<file path="src/rtl/regfile_wb_arbiter.sv">
// Arbitrates the register-file write port between the pipeline writeback and
// a FIFO of buffered MDU results, with a starvation counter forcing MDU drains.
module regfile_wb_arbiter #(
  parameter int unsigned DEPTH      = 2,
  parameter int unsigned MAX_WAIT   = 3,
  parameter int unsigned DATA_WIDTH = 32,
  parameter int unsigned ADDR_WIDTH = 5
) (
  input  logic                       clk,
  input  logic                       rst,
  input  logic                       pipe_wb_valid,
  input  logic [ADDR_WIDTH-1:0]      pipe_wb_rd,
  input  logic [DATA_WIDTH-1:0]      pipe_wb_data,
  output logic                       pipe_stall,
  input  logic                       mdu_valid,
  input  logic [ADDR_WIDTH-1:0]      mdu_rd,
  input  logic [DATA_WIDTH-1:0]      mdu_data,
  output logic                       mdu_ready,
  output logic                       rf_we,
  output logic [ADDR_WIDTH-1:0]      rf_rd,
  output logic [DATA_WIDTH-1:0]      rf_wd,
  output logic [$clog2(DEPTH):0]     fifo_count
);

  localparam int unsigned PW = $clog2(DEPTH);
  localparam int unsigned CW = PW + 1;
  localparam int unsigned SW = $clog2(MAX_WAIT + 1);
  localparam int unsigned EW = ADDR_WIDTH + DATA_WIDTH;

  logic [EW-1:0] mem_q [DEPTH];
  logic [PW-1:0] wr_ptr_q, wr_ptr_d;
  logic [PW-1:0] rd_ptr_q, rd_ptr_d;
  logic [CW-1:0] count_q, count_d;
  logic [SW-1:0] starve_q, starve_d;

  logic pipe_req;
  logic push;
  logic store;
  logic fifo_grant;
  logic pipe_grant;
  logic [EW-1:0] head;

  assign head      = mem_q[rd_ptr_q];
  assign pipe_req  = pipe_wb_valid && (pipe_wb_rd != '0);
  assign mdu_ready = !rst && (count_q < CW'(DEPTH));
  assign push      = mdu_valid && mdu_ready;
  // x0 results complete the handshake but never occupy a slot
  assign store     = push && (mdu_rd != '0);

  assign fifo_grant = !rst && (count_q != '0) &&
                      (!pipe_req || (starve_q == SW'(MAX_WAIT)));
  assign pipe_grant = !rst && pipe_req && !fifo_grant;
  assign pipe_stall = pipe_req && fifo_grant;
  assign fifo_count = count_q;

  always_comb begin
    rf_we = 1'b0;
    rf_rd = '0;
    rf_wd = '0;
    if (fifo_grant) begin
      rf_we = 1'b1;
      rf_rd = head[EW-1:DATA_WIDTH];
      rf_wd = head[DATA_WIDTH-1:0];
    end else if (pipe_grant) begin
      rf_we = 1'b1;
      rf_rd = pipe_wb_rd;
      rf_wd = pipe_wb_data;
    end
  end

  always_comb begin
    wr_ptr_d = wr_ptr_q;
    rd_ptr_d = rd_ptr_q;
    count_d  = count_q;
    starve_d = starve_q;
    if (store) begin
      wr_ptr_d = wr_ptr_q + PW'(1);
    end
    if (fifo_grant) begin
      rd_ptr_d = rd_ptr_q + PW'(1);
    end
    if (store && !fifo_grant) begin
      count_d = count_q + CW'(1);
    end else if (!store && fifo_grant) begin
      count_d = count_q - CW'(1);
    end
    if (fifo_grant || (count_q == '0)) begin
      starve_d = '0;
    end else if (starve_q != SW'(MAX_WAIT)) begin
      starve_d = starve_q + SW'(1);
    end
  end

  always_ff @(posedge clk or posedge rst) begin
    if (rst) begin
      wr_ptr_q <= '0;
      rd_ptr_q <= '0;
      count_q  <= '0;
      starve_q <= '0;
    end else begin
      wr_ptr_q <= wr_ptr_d;
      rd_ptr_q <= rd_ptr_d;
      count_q  <= count_d;
      starve_q <= starve_d;
    end
  end

  always_ff @(posedge clk) begin
    if (store) begin
      mem_q[wr_ptr_q] <= {mdu_rd, mdu_data};
    end
  end

endmodule
</file>
<file path="config.mk">
export PLATFORM = sky130hd
export DESIGN_NAME = regfile_wb_arbiter
export DESIGN_NICKNAME = d
export VERILOG_FILES = /design/src/rtl/regfile_wb_arbiter.sv
export SDC_FILE = /design/constraint.sdc
export NUM_CORES = 1
export LEC_CHECK = 0
export BUFFER_PORTS_ARGS = -buffer_cell sky130_fd_sc_hd__buf_2
export CORE_ASPECT_RATIO = 1.4
export CORE_UTILIZATION = 40
export CTS_CLUSTER_SIZE = 20
export DETAILED_ROUTE_END_ITERATION = 10
export PLACE_DENSITY = 0.78
export SYNTH_ARGS = -nofsm -noshare
export SYNTH_HDL_FRONTEND = slang
export SYNTH_SLANG_ARGS = --single-unit
</file>
<file path="constraint.sdc">
create_clock -name clk -period 2.8 [get_ports clk]
set_clock_uncertainty 0.05 [all_clocks]
set_input_delay 0.28 -clock clk [delete_from_list [all_inputs] [get_ports clk]]
set_output_delay 0.28 -clock clk [all_outputs]
set_load 0.1 [all_outputs]
</file>
## Word-level counts from Yosys, hierarchy flattened

Memories as Yosys holds them, arrays and structs flattened.
Index checks and enable logic that the tools add are counted.

| cells by class | value |
|---|---|
| add/subtract/negate cells | 5 |
| order comparisons | 1 |
| equality and inequality tests | 2 |
| multiplexer cells | 12 |
| reductions and logical operators | 23 |

Operators by type and width:

| kind | count |
|---|---|
| $mux W32 | 2 |
| $logic_and A1 B1 Y1 | 11 |
| $mux W5 | 2 |
| $reduce_bool A5 Y1 | 2 |
| $mux W2 | 4 |
| $reduce_bool A2 Y1 | 3 |
| $add A2 B1 Y2 const B | 2 |
| $logic_not A1 Y1 | 4 |
| $mux W1 | 4 |
| $add A1 B1 Y1 const B | 2 |
| $eq A2 B2 Y1 const B | 1 |
| $logic_not A2 Y1 | 1 |
| $logic_or A1 B1 Y1 | 2 |
| $lt A2 B2 Y1 const B | 1 |
| $ne A2 B2 Y1 const B | 1 |
| $sub A2 B1 Y2 const B | 1 |

| word-level totals | value |
|---|---|
| register bits | 6 |
| memory bits (writable) | 74 |
| output and inout port bits | 42 |
| logic and storage cells | 48 |
| memories kept | 1 |

Memories:

| memory | words | bits a word | read ports | clocked after Yosys merged registers in | write ports | RTL line | RTL |
|---|---|---|---|---|---|---|---|
| mem_q | 2 | 37 | 1 | 0 | 1 | 30 | `logic [EW-1:0] mem_q [DEPTH];` |

## Longest topological paths before layout

| depth | value |
|---|---|
| depth after elaboration | 9 |
| gate-level depth with buffers | 9 |

## Least setup slack after synthesis

No wires, ideal clock.

| path | value |
|---|---|
| path type | register to register |
| start | register count_q[1] (netlist: fifo_count[1]) |
| end | memory mem_q[0][0] in the netlist's numbering (enable) |
| arrival | 4253 ps |
| required time | 2319 ps |
| slack | -1934 ps |
| stages on the path, launching flop included | 4 |
| buffers on the path | 0 |
| clock period less this slack | 4734 ps |
| path through | dfrtp_1 nor2_1 o211ai_1 nor2_1 |

| on the way | value |
|---|---|
| longest elaborated chain between the ends | 6 |

Ends and longest elaborated chain:

| what | RTL line | RTL |
|---|---|---|
| start: declaration | 33 | `logic [CW-1:0] count_q, count_d;` |
| start signal: assignment | 103 | `count_q <= count_d;` |
| $lt A2 B2 Y1 | 45 | `assign mdu_ready = !rst && (count_q < CW'(DEPTH));` |
| $logic_and A1 B1 Y1 | 45 |  |
| named net mdu_ready | 18 | `output logic mdu_ready,` |
| $logic_and A1 B1 Y1 | 46 | `assign push = mdu_valid && mdu_ready;` |
| $logic_and A1 B1 Y1 | 48 | `assign store = push && (mdu_rd != '0);` |
| $mux W1 | 109 | `if (store) begin` |
| $mux W1 (not written as such) | 110 | `mem_q[wr_ptr_q] <= {mdu_rd, mdu_data};` |
| end: declaration | 30 |  |

The timed path passes the listed nets, and every way through them passes these cells.

## Worst setup path in the final report

| path | value |
|---|---|
| start | register count_q[1] (netlist: fifo_count[1]) |
| end | output port pipe_stall |

| on the way | value |
|---|---|
| longest elaborated chain between the ends | 4 |

Ends and longest elaborated chain:

| what | RTL line | RTL |
|---|---|---|
| $reduce_bool A2 Y1 | 50 | `assign fifo_grant = !rst && (count_q != '0) &&` |
| $logic_and A1 B1 Y1 (2 in a row) | 50 |  |
| $logic_and A1 B1 Y1 | 53 | `assign pipe_stall = pipe_req && fifo_grant;` |
| end: declaration | 14 | `output logic pipe_stall,` |

No other way between the ends.

==> results.cfg <==
[run_status]
status = finished clean

[global_route]
grtUsageMet3_pct = 5.122
grt_pass1_vias = 2425
antenna_found_initial = 0
grt_pass1_wl_um = 12190
grt_max_degree = 40
grt_overflow = 0
grt_util_met2_pct = 32.44
met1_usage_pct = 20.68
grt-busiest-layer = met2
grt_use_total_pct = 18.43

[placed_design]
routabilityCongestion = 0.7039
dp.final_hpwl_um = 5303
numPortBuffers = 119

[power]
ir_drop_mv = 0.5944
power.clock.fraction_pct = 21.6
seqPwrFrac_pct = 30.9
p_sw_share_pct = 40.58
finalPower_mw = 5.172
internal_power_mw = 3.073
p_per_area_mw_per_mm2 = 1017
p_switching_mw = 2.099
comb_power_share_pct = 47.5
leakagePower_nw = 1.943

[setup_path]
critical_path.endpoint_type = output port
cp_slowest_stage_delay_ps = 720
cp_max_fo = 39
cp.arrival_ps = 2310
critPathKind = reg2out
cp.required_ps = 2470
cp-start-kind = flip-flop
path_cells = nor2_1 -> nor2_4 -> and3_2 -> buf_2
cp_slowest_cell = nor2_4

[sta]
post-route-period-util_pct = 94.46
rsz0062_at_grt = no
fin_crit_ps = 2645
final_hold_viol_count = 0
maxSlewHeadroom_pct = 28.01
fmax_mhz = 378.1
setup_violations = 0
slew_violations = 0
worstMarginPinSlew_ps = 1077
final.setup.tns_ps = 0

[clock_network]
clkSlewWorstSetupHoldPaths_ps = 60
htree_levels = 3
clk_path_buf_depth = 2
post_cts_buffers = 0
cts_made_buffers = 9
cts_tree = done
clock_latency_ps = 320
cts.sinks = 80
cts_root_buf = clkbuf_16

[yosys]
synthesis.nets = 283
synth.top_cell.area_share_pct = 63.52
post_synth_instance_area_mm2 = 0.003498
ys_seq_area_share_pct = 67.81
synth_area_leaders = edfxtp_1 64%, mux2_2 12%, a32o_1 11%
ys_warn_count = 0
synth_largest_area_cell = edfxtp_1
synth_cell_types = 27
ys_ff_latch = 80
syn_avg_cell_area_um2 = 17.23
netlist_instances = 203

[die]
start_util_pct = 40.88
core_area_mm2 = 0.008558
io_pins = 120
die_x_um = 81.04
rows = 40
fp.dieH_um = 112.7
dieArea_mm2 = 0.009130

[cells_and_area]
drive_gt1_share_pct = 59.45
mostFrequentLayoutCells = 82 x buf_2, 74 x edfxtp_1, 39 x buf_12
nets = 403
final_common_cell = buf_2
n_antenna_cell = 0
area_growth_pct = 45.31

[worst_hold_path]
hold_path_class = in2reg

[routing]
ant_nets = 0
drt-pass1-iter-count = 4
wirelength_um = 7757
viasPerCell = 5.427
vias = 2350
drcViolationCount = 0
routedWlPerCell_um = 17.91
drt_iter0_drc = 121

[run]
maxCapViolations = 0
## cell type report
| cell class | count | area [µm²] |
|---|---|---|
| clock buffer | 10 | 229.0 |
| clock inverter | 6 | 60.06 |
| fill | 661 | 3475 |
| inverter | 3 | 11.26 |
| multi-input combinational | 104 | 1049 |
| sequential | 80 | 2376 |
| tap | 105 | 131.4 |
| timing repair buffer | 125 | 1227 |
## through the flow
stage	hold slack, ps	worst slack [ps]	std cells	util [%]	cell area [µm²]
finish	91.02	155.0	433	59.40	5084
global route	76.88	0.2220	433	59.40	5084
CTS	78.98	74.27	433	59.36	5080
detailed placement	273.5	349.3	416	55.86	4781
global placement	261.5	405.9	416	55.86	4781
floorplan	37.79	164.1	203	-	3533
## worst paths after layout
check	startpoint	end	slack [ps]	depth (start not counted)
worst max register to register	fifo_count[1]	fifo_count[1]	490	7
max in group asynchronous	rst	fifo_count[0]	1950	3
worst max-delay path	fifo_count[1]	pipe_stall	160	4
min in group asynchronous	rst	wr_ptr_q	520	3
worst min register to register	fifo_count[0]	fifo_count[0]	480	1
worst min-delay path	mdu_data[12]	mem_q[0][12]	90	1
## synthesized netlist by cell type
cell type   n
o211ai_1    2
dfrtp_1     6
o21a_1      1
and3_1      1
clkbuf_1    7
nor2_1      5
buf_6       1
or4_1       1
buf_8       3
o21ai_0     2
xor2_1      2
nand2_1     1
or4_4       1
edfxtp_1   74
inv_1       3
nand3_1     2
xnor2_1     3
buf_4       3
o211ai_2    1
and2_1      1
ha_1        2
mux2_2     37
a21oi_1     3
o2111a_1    1
buf_2       2
a211o_1     1
a32o_1     37
## worst max-delay path, delay by kind of cell (launching register included)
family                 cells  cell delay, ps
AND/OR/NAND/NOR            3            1140
buffers and inverters      1             430
flip-flops                 1             430
## per-layer routing
layer	up-vias	wire length, µm
met4	0	88
met5	-	0
met3	5	463
met2	87	4239
met1	1165	2965
li1	1093	-
## cells by family (layout without fill, tap and decap cells)
family | count (synthesis) | after routing | synth area share, %
flip-flops | 80 | 80 | 67.81
AO/OA/AOI/OAI | 48 | 48 | 12.88
adder cells (fa/ha/maj) | 2 | 2 | 0.7152
XOR/XNOR | 5 | 5 | 1.252
multiplexers | 37 | 37 | 11.91
AND/OR/NAND/NOR | 12 | 12 | 1.824
buffers and inverters | 19 | 144 | 3.612
## what timing repair did
action / in CTS / in global routing
setup endpoints to repair: 0 / 29
hold endpoints to repair: 6 / 0
gates resized for setup: 0 / 1
hold buffers: 1 / 0
## state kept, by name, indices dropped and copies added (netlist names)
signal	cells
wr_ptr_q	1
fifo_count	2
rd_ptr_q	1
starve_q	2
mem_q	74
## power by group through the flow
| stage | sequential [mW] | combinational [mW] | clock (mW) |
|---|---|---|---|
| after floorplan | 1.66 | 1.63 | 0 |
| after CTS | 1.60 | 2.48 | 1.14 |
| after detailed placement | 1.63 | 2.47 | 0 |
| final | 1.60 | 2.46 | 1.12 |
| after global placement | 1.62 | 2.44 | 0 |
| after global routing | 1.62 | 2.56 | 1.19 |
Note: power is estimated with default switching activity, not from simulation.
